### config.mk
export PLATFORM = sky130hd
export DESIGN_NAME = mem_arbiter_flat
export DESIGN_NICKNAME = d
export VERILOG_FILES = /design/src/rtl/mem_arbiter_pkg.sv /design/src/rtl/mem_arbiter_if.sv /design/src/rtl/mem_arbiter_ldst_strobe_gen.sv /design/src/rtl/mem_arbiter.sv /design/src/flat_wrapper.sv
export SDC_FILE = /design/constraint.sdc
export NUM_CORES = 1
export LEC_CHECK = 0
export CAP_MARGIN = 10
export CELL_PAD_IN_SITES_DETAIL_PLACEMENT = 0
export CELL_PAD_IN_SITES_GLOBAL_PLACEMENT = 1
export CORE_MARGIN = 2
export CORE_UTILIZATION = 31
export DETAILED_ROUTE_END_ITERATION = 12
export GPL_TIMING_DRIVEN = 0
export PLACE_DENSITY = 0.81
export SYNTH_ARGS = -nofsm -noshare
export SYNTH_HDL_FRONTEND = slang
export SYNTH_SLANG_ARGS = --single-unit
### constraint.sdc
create_clock -name i_clk -period 4.47 [get_ports i_clk]
set_input_delay 1.1175 -clock i_clk [delete_from_list [all_inputs] [get_ports i_clk]]
set_output_delay 1.1175 -clock i_clk [all_outputs]
set_load 0.05 [all_outputs]
### src/rtl/mem_arbiter_pkg.sv
// rtl/mem_arbiter_pkg.sv - shared types and constants for the memory arbiter
package mem_arbiter_pkg;

  localparam int LDST_WIDTH_W = 3;

  typedef logic [31:0] word_t;

  typedef enum logic [1:0] {
    IDLE = 2'd0,
    DACC = 2'd1,
    IACC = 2'd2,
    RESP = 2'd3
  } mem_arb_state_t;

  localparam word_t MEM_ARB_ERR_WORD = 32'hDEAD_BEEF;

endpackage

### src/rtl/mem_arbiter_if.sv
// rtl/mem_arbiter_if.sv - datapath fetch/load-store requests and the shared RAM bus
interface mem_arbiter_if;
  import mem_arbiter_pkg::*;

  logic                    imem_ren;
  word_t                   imem_addr;
  logic                    ihit;
  word_t                   imem_load;

  logic                    dmem_ren;
  logic                    dmem_wen;
  word_t                   dmem_addr;
  logic [LDST_WIDTH_W-1:0] dmem_width;
  word_t                   dmem_store;
  logic                    dhit;
  word_t                   dmem_load;

  logic                    ram_req;
  logic                    ram_we;
  word_t                   ram_addr;
  logic [3:0]              ram_wstrb;
  word_t                   ram_wdata;
  word_t                   ram_rdata;
  logic                    ram_ready;
  logic                    bus_err;

  // master: the arbiter itself; slave: datapath plus RAM side
  modport master (
    input  imem_ren, imem_addr, dmem_ren, dmem_wen, dmem_addr, dmem_width, dmem_store,
    input  ram_rdata, ram_ready,
    output ihit, imem_load, dhit, dmem_load,
    output ram_req, ram_we, ram_addr, ram_wstrb, ram_wdata, bus_err
  );

  modport slave (
    output imem_ren, imem_addr, dmem_ren, dmem_wen, dmem_addr, dmem_width, dmem_store,
    output ram_rdata, ram_ready,
    input  ihit, imem_load, dhit, dmem_load,
    input  ram_req, ram_we, ram_addr, ram_wstrb, ram_wdata, bus_err
  );

endinterface

### src/rtl/mem_arbiter_ldst_strobe_gen.sv
// rtl/mem_arbiter_ldst_strobe_gen.sv - byte-lane write strobes from access width and address
module ldst_strobe_gen
  import mem_arbiter_pkg::*;
(
  input  logic [LDST_WIDTH_W-1:0] i_width,
  input  logic [1:0]              i_addr_lo,
  input  logic                    i_we,
  output logic [3:0]              o_strb
);

  logic w_unused_width;
  assign w_unused_width = ^i_width[LDST_WIDTH_W-1:2];

  always_comb begin
    o_strb = 4'b0000;
    if (i_we) begin
      case (i_width[1:0])
        2'b00:   o_strb = 4'b0001 << i_addr_lo;
        2'b01:   o_strb = 4'b0011 << {i_addr_lo[1], 1'b0};
        default: o_strb = 4'b1111;
      endcase
    end
  end

endmodule

### src/rtl/mem_arbiter.sv
// rtl/mem_arbiter.sv - serialises data and fetch requests onto one RAM port, data first
module mem_arbiter
  import mem_arbiter_pkg::*;
#(
  parameter int BUS_TIMEOUT = 255
) (
  input  logic          i_clk,
  input  logic          i_nrst,
  mem_arbiter_if.master io_bus
);

  localparam int WD_W = (BUS_TIMEOUT < 2) ? 1 : $clog2(BUS_TIMEOUT);
  localparam logic [WD_W-1:0] WD_LAST = WD_W'(BUS_TIMEOUT - 1);

  mem_arb_state_t  r_state;
  word_t           r_addr;
  word_t           r_wdata;
  word_t           r_rsp;
  logic            r_we;
  logic [3:0]      r_strb;
  logic            r_req;
  logic            r_ihit;
  logic            r_dhit;
  logic            r_bus_err;
  logic [WD_W-1:0] r_wd;

  logic            w_dreq;
  logic [3:0]      w_strb;
  logic            w_unused_addr;

  assign w_dreq        = io_bus.dmem_ren | io_bus.dmem_wen;
  assign w_unused_addr = ^io_bus.imem_addr[1:0];

  ldst_strobe_gen u_strobe (
    .i_width   (io_bus.dmem_width),
    .i_addr_lo (io_bus.dmem_addr[1:0]),
    .i_we      (io_bus.dmem_wen),
    .o_strb    (w_strb)
  );

  // RAM outputs come only from capture registers so a dropped request cannot disturb the bus
  always_ff @(posedge i_clk or negedge i_nrst) begin
    if (!i_nrst) begin
      r_state   <= IDLE;
      r_addr    <= '0;
      r_wdata   <= '0;
      r_rsp     <= '0;
      r_we      <= 1'b0;
      r_strb    <= 4'b0000;
      r_req     <= 1'b0;
      r_ihit    <= 1'b0;
      r_dhit    <= 1'b0;
      r_bus_err <= 1'b0;
      r_wd      <= '0;
    end else begin
      r_ihit    <= 1'b0;
      r_dhit    <= 1'b0;
      r_bus_err <= 1'b0;
      case (r_state)
        IDLE: begin
          if (w_dreq) begin
            r_state <= DACC;
            r_req   <= 1'b1;
            r_addr  <= {io_bus.dmem_addr[31:2], 2'b00};
            r_we    <= io_bus.dmem_wen;
            r_strb  <= w_strb;
            r_wdata <= io_bus.dmem_wen ? io_bus.dmem_store : '0;
            r_wd    <= '0;
          end else if (io_bus.imem_ren) begin
            r_state <= IACC;
            r_req   <= 1'b1;
            r_addr  <= {io_bus.imem_addr[31:2], 2'b00};
            r_we    <= 1'b0;
            r_strb  <= 4'b0000;
            r_wdata <= '0;
            r_wd    <= '0;
          end
        end
        DACC, IACC: begin
          if (io_bus.ram_ready) begin
            r_rsp   <= io_bus.ram_rdata;
            r_req   <= 1'b0;
            r_dhit  <= (r_state == DACC);
            r_ihit  <= (r_state == IACC);
            r_state <= RESP;
          end else if (r_wd == WD_LAST) begin
            r_rsp     <= MEM_ARB_ERR_WORD;
            r_req     <= 1'b0;
            r_dhit    <= (r_state == DACC);
            r_ihit    <= (r_state == IACC);
            r_bus_err <= 1'b1;
            r_state   <= RESP;
          end else begin
            r_wd <= r_wd + 1'b1;
          end
        end
        RESP: begin
          r_state <= IDLE;
        end
        default: begin
          r_state <= IDLE;
          r_req   <= 1'b0;
        end
      endcase
    end
  end

  assign io_bus.ram_req   = r_req;
  assign io_bus.ram_we    = r_we;
  assign io_bus.ram_addr  = r_addr;
  assign io_bus.ram_wstrb = r_strb;
  assign io_bus.ram_wdata = r_wdata;
  assign io_bus.ihit      = r_ihit;
  assign io_bus.dhit      = r_dhit;
  assign io_bus.imem_load = r_rsp;
  assign io_bus.dmem_load = r_rsp;
  assign io_bus.bus_err   = r_bus_err;

endmodule

### src/flat_wrapper.sv
// flat-port wrapper written by rule: the top's interface ports become plain ports
module mem_arbiter_flat import mem_arbiter_pkg::*;
#(
  parameter int BUS_TIMEOUT = 255
)
  (i_clk, i_nrst, io_bus_imem_ren, io_bus_imem_addr, io_bus_dmem_ren, io_bus_dmem_wen, io_bus_dmem_addr, io_bus_dmem_width, io_bus_dmem_store, io_bus_ram_rdata, io_bus_ram_ready, io_bus_ihit, io_bus_imem_load, io_bus_dhit, io_bus_dmem_load, io_bus_ram_req, io_bus_ram_we, io_bus_ram_addr, io_bus_ram_wstrb, io_bus_ram_wdata, io_bus_bus_err);
  mem_arbiter_if io_bus_i ();
  input  logic i_clk;
  input  logic i_nrst;
  input wire logic [$bits(io_bus_i.imem_ren)-1:0] io_bus_imem_ren;
  input wire logic [$bits(io_bus_i.imem_addr)-1:0] io_bus_imem_addr;
  input wire logic [$bits(io_bus_i.dmem_ren)-1:0] io_bus_dmem_ren;
  input wire logic [$bits(io_bus_i.dmem_wen)-1:0] io_bus_dmem_wen;
  input wire logic [$bits(io_bus_i.dmem_addr)-1:0] io_bus_dmem_addr;
  input wire logic [$bits(io_bus_i.dmem_width)-1:0] io_bus_dmem_width;
  input wire logic [$bits(io_bus_i.dmem_store)-1:0] io_bus_dmem_store;
  input wire logic [$bits(io_bus_i.ram_rdata)-1:0] io_bus_ram_rdata;
  input wire logic [$bits(io_bus_i.ram_ready)-1:0] io_bus_ram_ready;
  output wire logic [$bits(io_bus_i.ihit)-1:0] io_bus_ihit;
  output wire logic [$bits(io_bus_i.imem_load)-1:0] io_bus_imem_load;
  output wire logic [$bits(io_bus_i.dhit)-1:0] io_bus_dhit;
  output wire logic [$bits(io_bus_i.dmem_load)-1:0] io_bus_dmem_load;
  output wire logic [$bits(io_bus_i.ram_req)-1:0] io_bus_ram_req;
  output wire logic [$bits(io_bus_i.ram_we)-1:0] io_bus_ram_we;
  output wire logic [$bits(io_bus_i.ram_addr)-1:0] io_bus_ram_addr;
  output wire logic [$bits(io_bus_i.ram_wstrb)-1:0] io_bus_ram_wstrb;
  output wire logic [$bits(io_bus_i.ram_wdata)-1:0] io_bus_ram_wdata;
  output wire logic [$bits(io_bus_i.bus_err)-1:0] io_bus_bus_err;
  assign io_bus_i.imem_ren = io_bus_imem_ren;
  assign io_bus_i.imem_addr = io_bus_imem_addr;
  assign io_bus_i.dmem_ren = io_bus_dmem_ren;
  assign io_bus_i.dmem_wen = io_bus_dmem_wen;
  assign io_bus_i.dmem_addr = io_bus_dmem_addr;
  assign io_bus_i.dmem_width = io_bus_dmem_width;
  assign io_bus_i.dmem_store = io_bus_dmem_store;
  assign io_bus_i.ram_rdata = io_bus_ram_rdata;
  assign io_bus_i.ram_ready = io_bus_ram_ready;
  assign io_bus_ihit = io_bus_i.ihit;
  assign io_bus_imem_load = io_bus_i.imem_load;
  assign io_bus_dhit = io_bus_i.dhit;
  assign io_bus_dmem_load = io_bus_i.dmem_load;
  assign io_bus_ram_req = io_bus_i.ram_req;
  assign io_bus_ram_we = io_bus_i.ram_we;
  assign io_bus_ram_addr = io_bus_i.ram_addr;
  assign io_bus_ram_wstrb = io_bus_i.ram_wstrb;
  assign io_bus_ram_wdata = io_bus_i.ram_wdata;
  assign io_bus_bus_err = io_bus_i.bus_err;
  mem_arbiter #(.BUS_TIMEOUT(BUS_TIMEOUT)) u_core (.i_clk(i_clk), .i_nrst(i_nrst), .io_bus(io_bus_i));
endmodule
# ---- Yosys cells after proc, flatten, opt, wreduce, memory -nomap -nowiden
# Index checks and enable logic that the tools add are counted.
dict set report op_classes {
  add_sub_neg 1
  mul 0
  n_div 0
  n_lt_le_gt_ge 0
  eq_ne 9
  shift 2
  n_mux 37
  bitwise_logic 1
  reduce_logical 11
}
# cell n
set op_table {}
lappend op_table {{$mux W32} 7}
lappend op_table {{$mux W8} 4}
lappend op_table {{$pmux W8 S2} 1}
lappend op_table {{$mux W1} 15}
lappend op_table {{$mux W4} 3}
lappend op_table {{$add A8 B1 Y8 const B} 1}
lappend op_table {{$eq A8 B8 Y1 const B} 1}
lappend op_table {{$mux W2} 4}
lappend op_table {{$pmux W4 S2} 1}
lappend op_table {{$ne A3 B2 Y1 const B} 2}
lappend op_table {{$pmux W2 S3} 1}
lappend op_table {{$reduce_and A2 Y1} 3}
lappend op_table {{$reduce_bool A2 Y1} 3}
lappend op_table {{$eq A2 B1 Y1 const B} 2}
lappend op_table {{$eq A2 B2 Y1 const B} 2}
lappend op_table {{$logic_not A2 Y1} 2}
lappend op_table {{$ne A2 B2 Y1 const B} 2}
lappend op_table {{$reduce_and A4 Y1} 1}
lappend op_table {{$shl A1 B2 Y4 const A} 1}
lappend op_table {{$shl A2 B2 Y4 const A} 1}
lappend op_table {{$reduce_and A3 Y1} 1}
lappend op_table {{$pmux W1 S2} 1}
lappend op_table {{$reduce_or A2 Y1} 1}
lappend op_table {{$or A1 B1 Y1} 1}
dict set report totals {
  reg_bits 115
  latch_bits 0
  ramBits 0
  mem_bits_ro 0
  input_bits 137
  output_inout_bits 137
  elab_cells 72
  n_memories 0
}

# ---- Logic depth before layout (Yosys ltp)
dict set report depth {
  ltp_word 4
  depth_mapped 8
  mapped_depth_nobuf 6
}

# ---- By module
# A second synthesis with hierarchy kept.
dict set report hier_totals {
  hier_cells 419
  area_unflattened_um2 4988.5
}
# module instances cells_per_inst area_per_inst_um2 seq_area_each_um2
set by_module_without_submodules {}
lappend by_module_without_submodules {mem_arbiter 1 410 4942.2 2827.7}
lappend by_module_without_submodules {ldst_strobe_gen 1 9 46.3 0.0}

# ---- Least setup slack after synthesis
# No wires, ideal clock.
dict set report synth_path {
  path_kind {input to register}
  start {in io_bus_dmem_wen}
  end {reg u_core.r_wd[2]}
  setup_time_ns 0.118
  arrival_time_ns 2.012
  t_required_ns 4.352
  setup_slack_ns 2.340
  cell_stages 4
  path_buffers 0
  path_cell_list {or4b_4 -> o211ai_1 -> a21oi_1 -> a21o_1}
}
dict set report synth_via {
  elab_chain_cells 3
  word_cells_on_any_way 5
  classes_between {1 x eq/ne; 2 x mux; 1 x bitwise; 1 x reduce/logical}
}
# item line
set synth_lines {}
lappend synth_lines {{from (decl)} flat_wrapper.sv:13} ;# input wire logic [$bits(io_bus_i.dmem_wen)-1:0] io_bus_dmem_wen;
lappend synth_lines {{$or A1 B1 Y1 (*)} mem_arbiter.sv:31} ;# assign w_dreq = io_bus.dmem_ren | io_bus.dmem_wen;
lappend synth_lines {{$ne A3 B2 Y1 (no line) / $mux W8 (equally long branches)} n/a}
lappend synth_lines {{$reduce_and A4 Y1 (no line) / $pmux W8 S2 (equally long branches)} n/a}
lappend synth_lines {{to (signal assigned)} mem_arbiter.sv:94} ;# r_wd <= r_wd + 1'b1;
lappend synth_lines {{to (decl)} mem_arbiter.sv:25} ;# logic [WD_W-1:0] r_wd;
# Every way passes the cells marked *; elsewhere a longest branch is shown, timed or not.
# A chain may end at the register's enable or synchronous reset.

# ---- Final worst setup path
dict set report layout_path {
  start {reg u_core.r_rsp[22], in the netlist u_core.io_bus.dmem_load[22]}
  end {out io_bus_imem_load[22]}
}
# item line
set layout_rtl {}
lappend layout_rtl {{from (decl)} mem_arbiter.sv:18} ;# word_t r_rsp;
lappend layout_rtl {{from (signal assigned)} mem_arbiter.sv:81} ;# r_rsp <= io_bus.ram_rdata;
lappend layout_rtl {{to (decl)} flat_wrapper.sv:20} ;# output wire logic [$bits(io_bus_i.imem_load)-1:0] io_bus_imem_load;
# No word-level cell between the ends.

==> impl_metrics.yaml <==
sta:
  hold_viol: 0
  slew_viol_final: 0
  grt_setup_unrepaired: "false"
  slew_headroom_pct: 53.6
  post-route-min-period_ns: 2.86
  holdWs_ns: 0.478
  setup_viol: 0
  clock_skew_ns: 0.00542
  fin_setup_tns_ns: 0
  finalCritPeriodShare_pct: 63.9
  worst_pin_slew_ns: 0.697
  clock.fmax_ghz: 0.350
final_layout:
  regArea_um2: 2830
  stdcell_count: 942
  fillCellCount: 1373
  final_nets: 856
  multiInputGateArea_um2: 1780
  layout_commonest_cell: "clkdlybuf4s50_1"
  area_delta_synth_final_pct: 72.4
  mostFrequentLayoutCells: "clkdlybuf4s50_1 (267), dfrtp_1 (113), nand2_1 (45)"
  n_antenna_cell: 0
  drive_gt1_share_pct: 13.5
setup_path:
  critPathMaxFanout: 3
  crit_path_max_incr_delay_ns: 0.80
  worstPathArrival_ns: 1.74
  critPathLaunchType: "register"
  path_cells: "buf_4 > clkdlybuf4s50_1"
  required_ns: 3.35
  slowest_stage: "clkdlybuf4s50_1"
  critPathCaptureType: "primary output"
  path_class: "register to primary output"
floorplanning:
  coreArea_um2: 15900
  die_x_um: 131
  start_util_pct: 31.7
  fp.dieH_um: 131
  die-area_um2: 17300
  ioPinCount: 274
  row_count: 46
clock_network:
  cts_tree: "built"
  cts_buffer_depth: 2
  postCtsHoldBufs: 0
  clk_pin_slew_ns: 0.05
  cts_made_buffers: 17
  clk_latency_ns: 0.41
  cts_resized: 0
  cts_sinks: 113
  clockRootBuffer: "clkbuf_16"
  h-tree-depth: 4
  post_cts_buffers: 0
global_route:
  met2_usage_pct: 32.8
  grt_pass1_vias: 4673
  grt_util_all_layers_pct: 18.8
  grt-ovfl-total: 0
  grt_pass1_wl_mm: 25.5
  grt_util_met1_pct: 21.2
  grt_max_degree: 65
  grt-busiest-layer: "met2"
  antenna_found_initial: 0
  use_met3_pct: 6.71
pwr:
  p_per_area_nw_per_um2: 915
  p_leak_nw: 3.75
  ir_worst_vdd_v: 0.000422
  finalPower_w: 0.00794
synthesis:
  syn_area_um2: 5030
  ys_types: 39
  synth_edf_count: 0
  ys.flop_type: "dfrtp_1"
  synthArstFlopShare_pct: 100
  syn_avg_cell_area_um2: 11.9
  synth_seq_cells: 113
  ys.warnings.count: 0
  ys_seq_area_share_pct: 56.2
  synthCells: 424
detailed_routing:
  drtIter0Drc: 143
  drcViolationCount: 0
  drt_wl_total_mm: 16.2
  dr.pass1.iters: 4
  post_drt_wl_per_cell_um: 17.2
  via_per_inst: 4.76
  postRouteAntennaNets: 0
  vias: 4488
status:
  outcome: "complete, no violations"
place:
  gp_congestion: 0.799
  place_hpwl_mm: 12.8
  numPortBuffers: 268
  dp.cells: 910
min_path:
  hp-class: "register to register"
flow_run:
  drv_cap: 0
==> stage by stage <==
stage	setup slack [ns]	util, %	area (µm²)
2_1_floorplan	2.34	-	5040
3_3_place_gp	-1.95	50.3	7990
3_5_place_dp	1.30	50.4	8010
4_1_cts	1.58	54.6	8680
5_1_grt	1.55	54.6	8680
6_report	1.61	54.6	8680
==> cell families after synthesis <==
logic type      share of synthesized area, %
other cells                           0.0745
fa+ha+maj                               1.49
compound gates                          18.9
buf+inv                                 8.50
simple gates                            8.23
mux                                     6.56
flops                                   56.2
==> worst max-delay path: cells and delay by family (launching register included) <==
family / cells / cell delay (ns)
DFF: 1 / 0.40
buffers and inverters: 2 / 0.93
==> final timing paths <==
path                                             start                          end  slack, ns  depth (start not counted)
max                        u_core.io_bus.dmem_load[22]         io_bus_imem_load[22]       1.61                          2
min                         u_core.io_bus.ram_addr[29]   u_core.io_bus.ram_addr[29]       0.48                          2
max reg2reg                          u_core.r_state[0]               u_core.r_wd[4]       2.42                          7
min reg2reg                 u_core.io_bus.ram_addr[29]   u_core.io_bus.ram_addr[29]       0.48                          2
max in group asynchronous                       i_nrst  u_core.io_bus.ram_wdata[27]       2.96                          2
min in group asynchronous                       i_nrst  u_core.io_bus.dmem_load[21]       0.75                          1
==> synthesized netlist by cell type, types with 4 or more instances <==
cell type	n	area share (%)
nand2_1	45	3.4
nand3_1	8	0.80
a22o_1	40	7.0
inv_1	4	0.30
o21ai_0	41	4.1
clkbuf_1	11	0.82
ha_1	6	1.5
and2_1	5	0.62
a221o_1	22	4.4
buf_4	37	5.5
mux2i_1	33	6.6
buf_2	12	1.2
dfrtp_1	113	56
nand2b_1	8	0.99
==> state kept, by name, summed over array words and instances, names as in the netlist <==
register / cells
u_core.r_state: 2
u_core.io_bus.dhit: 1
u_core.io_bus.ram_req: 1
u_core.io_bus.dmem_load: 32
u_core.io_bus.ram_wdata: 32
u_core.io_bus.ram_wstrb: 4
u_core.io_bus.ram_addr: 30
u_core.io_bus.bus_err: 1
u_core.io_bus.ram_we: 1
u_core.io_bus.ihit: 1
u_core.r_wd: 8
==> final cells by class <==
class	instances	area share (%)
inverter	4	0.173
clock buffer	19	5.22
tap	216	3.12
sequential	113	32.6
buffer	63	4.76
multi-input combinational	245	20.5
timing repair buffer	269	31.2
clock inverter	13	2.41
==> power by group <==
| part | switching, W | internal (W) |
|---|---|---|
| logic | 0.00292 | 0.00169 |
| clock network | 0.000481 | 0.00102 |
| registers | 0.000346 | 0.00148 |
==> per-layer routing <==
| metal | vias to the layer above | part of all wire (%) |
|---|---|---|
| li1 | 2088 | - |
| met1 | 2145 | 40 |
| met2 | 233 | 50 |
| met3 | 22 | 9.0 |
| met4 | 0 | 1.8 |
| met5 | - | 0 |
Power figures use the tool's default switching activity.
